### src/rtl/cdc_bus_rx_arb.sv
// Receive side of a multi-channel toggle-handshake bus CDC, merged round-robin onto one valid/ready stream.
// Define CDC_BUS_RX_ARB_CNT_EN to add the xfer_cnt / busy_max statistics ports.
module cdc_bus_rx_arb #(
  parameter int unsigned WIDTH    = 8,
  parameter int unsigned CHANNELS = 4,
  parameter int unsigned DELAY    = 2,
  localparam int unsigned CW      = (CHANNELS > 1) ? $clog2(CHANNELS) : 1
) (
  input  logic                      rx_clk,
  input  logic                      rx_rst,
  input  logic [CHANNELS-1:0]       tx_st,
  input  logic [CHANNELS*WIDTH-1:0] tx_data,
  output logic [CHANNELS-1:0]       rx_st,
  output logic [WIDTH-1:0]          dout,
  output logic [CW-1:0]             dout_ch,
  output logic                      dout_valid,
  input  logic                      dout_ready
`ifdef CDC_BUS_RX_ARB_CNT_EN
  ,
  output logic [15:0]               xfer_cnt,
  output logic [CW:0]               busy_max
`endif
);

  logic [CHANNELS-1:0] sync_q [DELAY];
  logic [CHANNELS-1:0] t2r;
  logic [CHANNELS-1:0] pending;
  logic [WIDTH-1:0]    chan_data [CHANNELS];

  logic [CHANNELS-1:0] rx_st_q, rx_st_d;
  logic [WIDTH-1:0]    dout_q, dout_d;
  logic [CW-1:0]       dout_ch_q, dout_ch_d;
  logic                dout_valid_q, dout_valid_d;
  logic [CW-1:0]       ptr_q, ptr_d;

  logic                slot_free;
  logic                gnt_found;
  logic [CW-1:0]       gnt_idx;
  logic [CW-1:0]       idx_v;

  for (genvar c = 0; c < CHANNELS; c++) begin : g_words
    assign chan_data[c] = tx_data[c*WIDTH +: WIDTH];
  end

  assign t2r     = sync_q[DELAY-1];
  assign pending = rx_st_q ^ t2r;

  // Round-robin pick: first pending channel after the last one served.
  always_comb begin
    gnt_found = 1'b0;
    gnt_idx   = '0;
    idx_v     = '0;
    for (int unsigned i = 1; i <= CHANNELS; i++) begin
      idx_v = CW'((32'(ptr_q) + i) % CHANNELS);
      if (!gnt_found && pending[idx_v]) begin
        gnt_found = 1'b1;
        gnt_idx   = idx_v;
      end
    end
  end

  always_comb begin
    slot_free    = !dout_valid_q || dout_ready;
    rx_st_d      = rx_st_q;
    dout_d       = dout_q;
    dout_ch_d    = dout_ch_q;
    dout_valid_d = dout_valid_q;
    ptr_d        = ptr_q;
    if (slot_free) begin
      if (gnt_found) begin
        dout_d           = chan_data[gnt_idx];
        dout_ch_d        = gnt_idx;
        dout_valid_d     = 1'b1;
        rx_st_d[gnt_idx] = t2r[gnt_idx];
        ptr_d            = gnt_idx;
      end else begin
        dout_valid_d = 1'b0;
      end
    end
  end

  // Ack toggles back only when the word is taken into the output slot.
  always_ff @(posedge rx_clk or posedge rx_rst) begin
    if (rx_rst) begin
      for (int unsigned s = 0; s < DELAY; s++) sync_q[s] <= '0;
      rx_st_q      <= '0;
      dout_q       <= '0;
      dout_ch_q    <= '0;
      dout_valid_q <= 1'b0;
      ptr_q        <= CW'(CHANNELS - 1);
    end else begin
      sync_q[0] <= tx_st;
      for (int unsigned s = 1; s < DELAY; s++) sync_q[s] <= sync_q[s-1];
      rx_st_q      <= rx_st_d;
      dout_q       <= dout_d;
      dout_ch_q    <= dout_ch_d;
      dout_valid_q <= dout_valid_d;
      ptr_q        <= ptr_d;
    end
  end

  assign rx_st      = rx_st_q;
  assign dout       = dout_q;
  assign dout_ch    = dout_ch_q;
  assign dout_valid = dout_valid_q;

`ifdef CDC_BUS_RX_ARB_CNT_EN
  localparam int unsigned CNTW = CW + 1;

  logic [15:0]   xfer_cnt_q, xfer_cnt_d;
  logic [CW:0]   busy_max_q, busy_max_d;
  logic [CW:0]   pend_cnt;

  always_comb begin
    pend_cnt = '0;
    for (int unsigned c = 0; c < CHANNELS; c++) pend_cnt = pend_cnt + CNTW'(pending[c]);
    xfer_cnt_d = xfer_cnt_q;
    if (dout_valid_q && dout_ready && (xfer_cnt_q != 16'hFFFF)) xfer_cnt_d = xfer_cnt_q + 16'd1;
    busy_max_d = (pend_cnt > busy_max_q) ? pend_cnt : busy_max_q;
  end

  always_ff @(posedge rx_clk or posedge rx_rst) begin
    if (rx_rst) begin
      xfer_cnt_q <= '0;
      busy_max_q <= '0;
    end else begin
      xfer_cnt_q <= xfer_cnt_d;
      busy_max_q <= busy_max_d;
    end
  end

  assign xfer_cnt = xfer_cnt_q;
  assign busy_max = busy_max_q;
`endif

endmodule

### config.mk
export PLATFORM = sky130hd
export DESIGN_NAME = cdc_bus_rx_arb
export DESIGN_NICKNAME = d
export VERILOG_FILES = /design/src/rtl/cdc_bus_rx_arb.sv
export SDC_FILE = /design/constraint.sdc
export NUM_CORES = 1
export LEC_CHECK = 0
export BUFFER_PORTS_ARGS = -buffer_cell sky130_fd_sc_hd__buf_2
export CAP_MARGIN = 5
export CELL_PAD_IN_SITES_DETAIL_PLACEMENT = 0
export CELL_PAD_IN_SITES_GLOBAL_PLACEMENT = 1
export CORE_UTILIZATION = 35
export CTS_CLUSTER_SIZE = 24
export DETAILED_ROUTE_END_ITERATION = 6
export MAX_ROUTING_LAYER = met4
export PLACE_DENSITY = 0.74
export REMOVE_ABC_BUFFERS = 1
export SLEW_MARGIN = 20
export SYNTH_ARGS = -nofsm -noshare
export SYNTH_HDL_FRONTEND = slang
export SYNTH_SLANG_ARGS = --single-unit
### constraint.sdc
create_clock -name rx_clk -period 3.75 [get_ports rx_clk]
set_input_delay 0.375 -clock rx_clk [delete_from_list [all_inputs] [get_ports rx_clk]]
set_output_delay 0.375 -clock rx_clk [all_outputs]
set_load 0.02 [all_outputs]
==> Yosys cells after proc, flatten, opt, wreduce, memory -nomap -nowiden <==
Cells that the tools add are included.
{ "classes": {"add_sub_neg": 4, "n_lt_le_gt_ge": 7, "muxes": 25, "n_bitwise": 2, "reduce_logical": 10} }
{ "op_table": {"columns": ["op", "count"], "rows": [
  ["$bmux 8 s2", 1],
  ["$mux 8", 2],
  ["$lt 2x3->1 const B", 5],
  ["$mux 1", 11],
  ["$bmux 1 s2", 5],
  ["$mux 2", 4],
  ["$add 2x1->2 const B", 2],
  ["$add 2x2->2 const B", 2],
  ["$bwmux 4", 1],
  ["$logic_and 1x1->1", 4],
  ["$logic_not 1->1", 4],
  ["$xor 4x4->4", 1],
  ["$ge 3x3->1 const B", 1],
  ["$not 2->3", 1],
  ["$demux 1 s2", 1],
  ["$ge 2x1->1 const B", 1],
  ["$reduce_and 2->1", 1],
  ["$logic_or 1x1->1", 1]
]} }
{ "totals": {"register_bits": 25, "input_bits": 39, "output_inout_bits": 15, "word_cells": 55} }

==> Logic depth before layout (Yosys ltp) <==
{ "depth": {"depth_word": 18, "ltp_mapped": 7, "mapped_depth_nobuf": 5} }

==> Worst setup path before layout <==
Ideal clock, no wire load.
{ "synth_path": {"path_type": "register to register", "start": "register rx_st_q[3] (netlist: rx_st[3])", "end": "register rx_st_q[0] (netlist: rx_st[0])", "setup_ps": 125, "arrival_time_ps": 1820, "slack_ps": 1805, "stages_incl_launch_ff": 7, "period_less_slack_ps": 1945, "path_cell_list": "dfrtp_1 -> xor2_2 -> a211o_1 -> o211a_1 -> buf_4 -> nor4_1 -> mux2_2"} }
{ "synth_between": {"elab_chain_len": 18, "word_cells_on_any_way": 32, "classes_between": "order compare: 2; mux: 21; bitwise: 1; reduce/logical: 8"} }
{ "synth_lines": {"columns": ["element", "line", "rtl"], "rows": [
  ["from (decl)", "30", "logic [CHANNELS-1:0] rx_st_q, rx_st_d;"],
  ["from (signal assigned)", "94", "rx_st_q <= rx_st_d;"],
  ["$xor 4x4->4 (*)", "46", "assign pending = rx_st_q ^ t2r;"],
  ["$bmux 1 s2", "55", "if (!gnt_found && pending[idx_v]) begin"],
  ["$mux 1 (implied by the code)", "55", null],
  ["$mux 1", "55", null],
  ["$logic_not 1->1", "55", null],
  ["$logic_and 1x1->1", "55", null],
  ["$mux 1", "55", null],
  ["$logic_not 1->1", "55", null],
  ["[2 not listed]", null, null],
  ["$logic_not 1->1", "55", null],
  ["$logic_and 1x1->1", "55", null],
  ["$mux 2", "55", null],
  ["$lt 2x3->1 (implied by the code) or $ge 2x1->1 (tied branches)", "74", "rx_st_d[gnt_idx] = t2r[gnt_idx];"],
  ["$logic_and 1x1->1 (implied by the code)", "74", null],
  ["$mux 1 (implied by the code)", "74", null],
  ["$demux 1 s2", "74", null],
  ["$bwmux 4", "74", null]
]} }
Every way passes the cells marked *; elsewhere a longest branch is shown, timed or not. The select of a mux whose other input is x is not followed.
A chain may end at the register's enable or synchronous reset.

==> Final worst setup path <==
{ "layout_path": {"start": "register rx_st_q[3] (netlist: rx_st[3])", "end": "register rx_st_q[3] (netlist: rx_st[3])"} }
{ "layout_between": {"elab_chain_len": 18, "word_cells_on_any_way": 32, "classes_between": "order compare: 2; mux: 21; bitwise: 1; reduce/logical: 8"} }
{ "layout_lines": {"columns": ["element", "line"], "rows": [
  ["$xor 4x4->4", "46"],
  ["$bmux 1 s2", "55"],
  ["$mux 1 (implied by the code)", "55"],
  ["$mux 1", "55"],
  ["$logic_not 1->1", "55"],
  ["$logic_and 1x1->1", "55"],
  ["$mux 1", "55"],
  ["$logic_not 1->1", "55"],
  ["[2 not listed]", null],
  ["$logic_not 1->1", "55"],
  ["$logic_and 1x1->1", "55"],
  ["$mux 2", "55"],
  ["$lt 2x3->1 (implied by the code) or $ge 2x1->1 (tied branches)", "74"],
  ["$logic_and 1x1->1 (implied by the code)", "74"],
  ["$mux 1 (implied by the code)", "74"],
  ["$demux 1 s2", "74"],
  ["$bwmux 4", "74"]
]} }
Parallel ways exist; a longest one is shown, timed or not. The select of a mux whose other input is x is not followed.

==> flow_summary.toml <==
[run_status]
status = "finished, final reports clean"

[logic_synthesis]
synth_area_per_cell_um2 = 12.24
synth_top_cells_by_count = "dfrtp_1 (23), mux2i_1 (17), nand2_1 (14)"
synth_edf_count = 0
netlist.area_leader.share_pct = 47.03
synth_seq_area_share_pct = 51.33
synth_most_common_cell = "dfrtp_1"
ys_warn_count = 0
synth-seq-cells = 25
synth_area_leader_cell = "dfrtp_1"
syn_area_um2 = 1224
synth_area_leaders = "dfrtp_1 (47%), mux2i_1 (14%), o221ai_1 (5.7%)"
async_reset_ff_share_pct = 100.0
synthCells = 100
yosysUniqueCellTypes = 29
synth_ff_type = "dfrtp_1"

[cts]
root_buffer = "clkbuf_4"
post_cts_resized = 0
hold_buffers = 0
cts_buffers = 3
clk_path_buf_depth = 2
clock_latency_ns = 0.31
clock_sinks = 25
htree_levels = 1
cts_setup_buffers = 0
cts_tree = "yes"
clk_pin_slew_ns = 0.13

[global_routing]
grt_usage_pct = 15.21
antenna_found_initial = 0
grt_first_pass_wirelength_um = 3974
use_met3_pct = 1.261
first_global_vias = 896
use_met1_pct = 19.12
grt_max_degree = 26
grt_use_met2_pct = 24.53
grt-ovfl-total = 0
busiest_layer = "met2"

[setup_path]
cp_max_fo = 19
crit_arrival_ns = 2.49
endpoint_kind = "flip-flop"
critical_path_required_ns = 3.96
critical_path_class = "reg2reg"
cp-start-kind = "flip-flop"

[drt]
ant_nets = 0
remaining_drc_errors = 0
wl_per_cell_um = 12.73
vias = 953
drtIter0Drc = 19
vias_per_cell = 4.813
drt_wl_total_um = 2520
dr.pass1.iters = 4

[layout]
syn2layout_area_growth_pct = 25.26
diodes = 0
register_area_um2 = 628.1
fin_nets = 192
multi_input_area_um2 = 551.8
drive_above_1_share_pct = 42.76
fillers = 325

[worst_hold_path]
hp-class = "in2reg"

[job]
drv_cap = 0

[die]
core_area_um2 = 3337
initial_core_util_pct = 36.67
dieArea_um2 = 3737
io_pins = 54
num_rows = 21
die_h_um = 61.13
fp.dieW_um = 61.13

[placement]
place_congestion = 0.7526
post-place-ws_ns = 1.500
hpwl_um = 1871
port_buffers = 53

[timing]
rsz0062_at_grt = "false"
hold_viol_final = 0
fin_crit_ns = 2.276
worstMarginPinSlew_ns = 0.9389
relSlewSlack_pct = 37.34
setup_viol = 0
fmax_ghz = 0.4394
setup_ws_ns = 1.474
skew_ns = 0.009436
fin_setup_tns_ns = 0
post-route-period-util_pct = 60.69
finalMaxSlewViolations = 0

[power]
power_density_nw_per_um2 = 867.5
ir_drop_mv = 0.2888
p_leak_nw = 0.7482
cells in the final DEF (no fill, tap or decap), types with 2 or more instances in the layout:
master	n
o211ai_1	4
nand2_1	14
o221ai_1	8
clkbuf_4	3
buf_2	53
dfstp_2	2
xnor2_1	2
mux2_2	4
dfrtp_1	23
mux2i_1	17
nor4_1	2
xor2_2	2
o21a_1	3
power breakdown:
| group | internal [mW] | leakage [nW] | switching [mW] |
|---|---|---|---|
| combinational | 0.330 | 0.441 | 0.443 |
| clock | 0.0415 | 0.0150 | 0.0712 |
| sequential | 0.374 | 0.292 | 0.0699 |
| total | 0.746 | 0.748 | 0.584 |
registers in the layout, summed over array words and instances (netlist names):
register / count
dout_valid: 1
rx_st: 4
ptr_q: 2
t2r: 4
sync_q: 4
dout_ch: 2
dout: 8
worst max-delay path: stages, from the launching register on:
cell and delay (ns):
dfrtp_1 0.44, xor2_2 0.29, a211o_1 0.19, o211a_1 0.72
o211ai_1 0.22, mux2_2 0.31
cell type report:
class | count | area share [%]
flip-flops and latches | 25 | 40.98
well taps | 46 | 3.755
inverters | 1 | 0.2449
clock buffers | 4 | 1.714
multi-input cells | 69 | 36.00
repair buffers | 53 | 17.31
routing by layer:
layer  wire (um)  vias up
met5           0        -
met4          31        0
met3          73        2
met2        1313       23
met1        1101      453
li1            -      475
kinds of logic after synthesis:
group,count (synthesis),synth area share (%)
DFF,25,51.33
xor gates and xnor gates,5,4.806
AOI/OAI and AO/OA,21,13.70
and+or+nand+nor,22,8.998
muxes,21,17.59
buffers and inverters,6,3.578
worst paths after layout:
| path | depth (start not counted) | slack, ns | from | endpoint |
|---|---|---|---|---|
| worst min-delay path | 1 | 0.17 | tx_st[0] | sync_q[4]$_DFF_PP0_ |
| max in group asynchronous | 2 | 2.92 | rx_rst | sync_q[7]$_DFF_PP0_ |
| worst min register to register | 0 | 0.36 | sync_q[5]$_DFF_PP0_ | t2r[1]$_DFF_PP0_ |
| min in group asynchronous | 2 | 0.26 | rx_rst | rx_st[3]$_DFFE_PP0P_ |
| worst max-delay path | 5 | 1.47 | rx_st[3]$_DFFE_PP0P_ | rx_st[3]$_DFFE_PP0P_ |
| worst max register to register | 5 | 1.47 | rx_st[3]$_DFFE_PP0P_ | rx_st[3]$_DFFE_PP0P_ |
through the flow:
| stage | instances | power (mW) | util, % | area (um2) | hold WS, ns |
|---|---|---|---|---|---|
| CTS | 198 | 1.351 | 45.93 | 1533 | 0.1498 |
| global route | 198 | 1.438 | 45.93 | 1533 | 0.1388 |
| floorplan | 95 | 1.024 | - | 1184 | 0.3312 |
| detailed placement | 194 | 1.229 | 45.14 | 1506 | 0.3362 |
| finish | 198 | 1.330 | 45.93 | 1533 | 0.1703 |
| global placement | 194 | 1.206 | 45.14 | 1506 | 0.3327 |
Power figures use the tool's default switching activity.
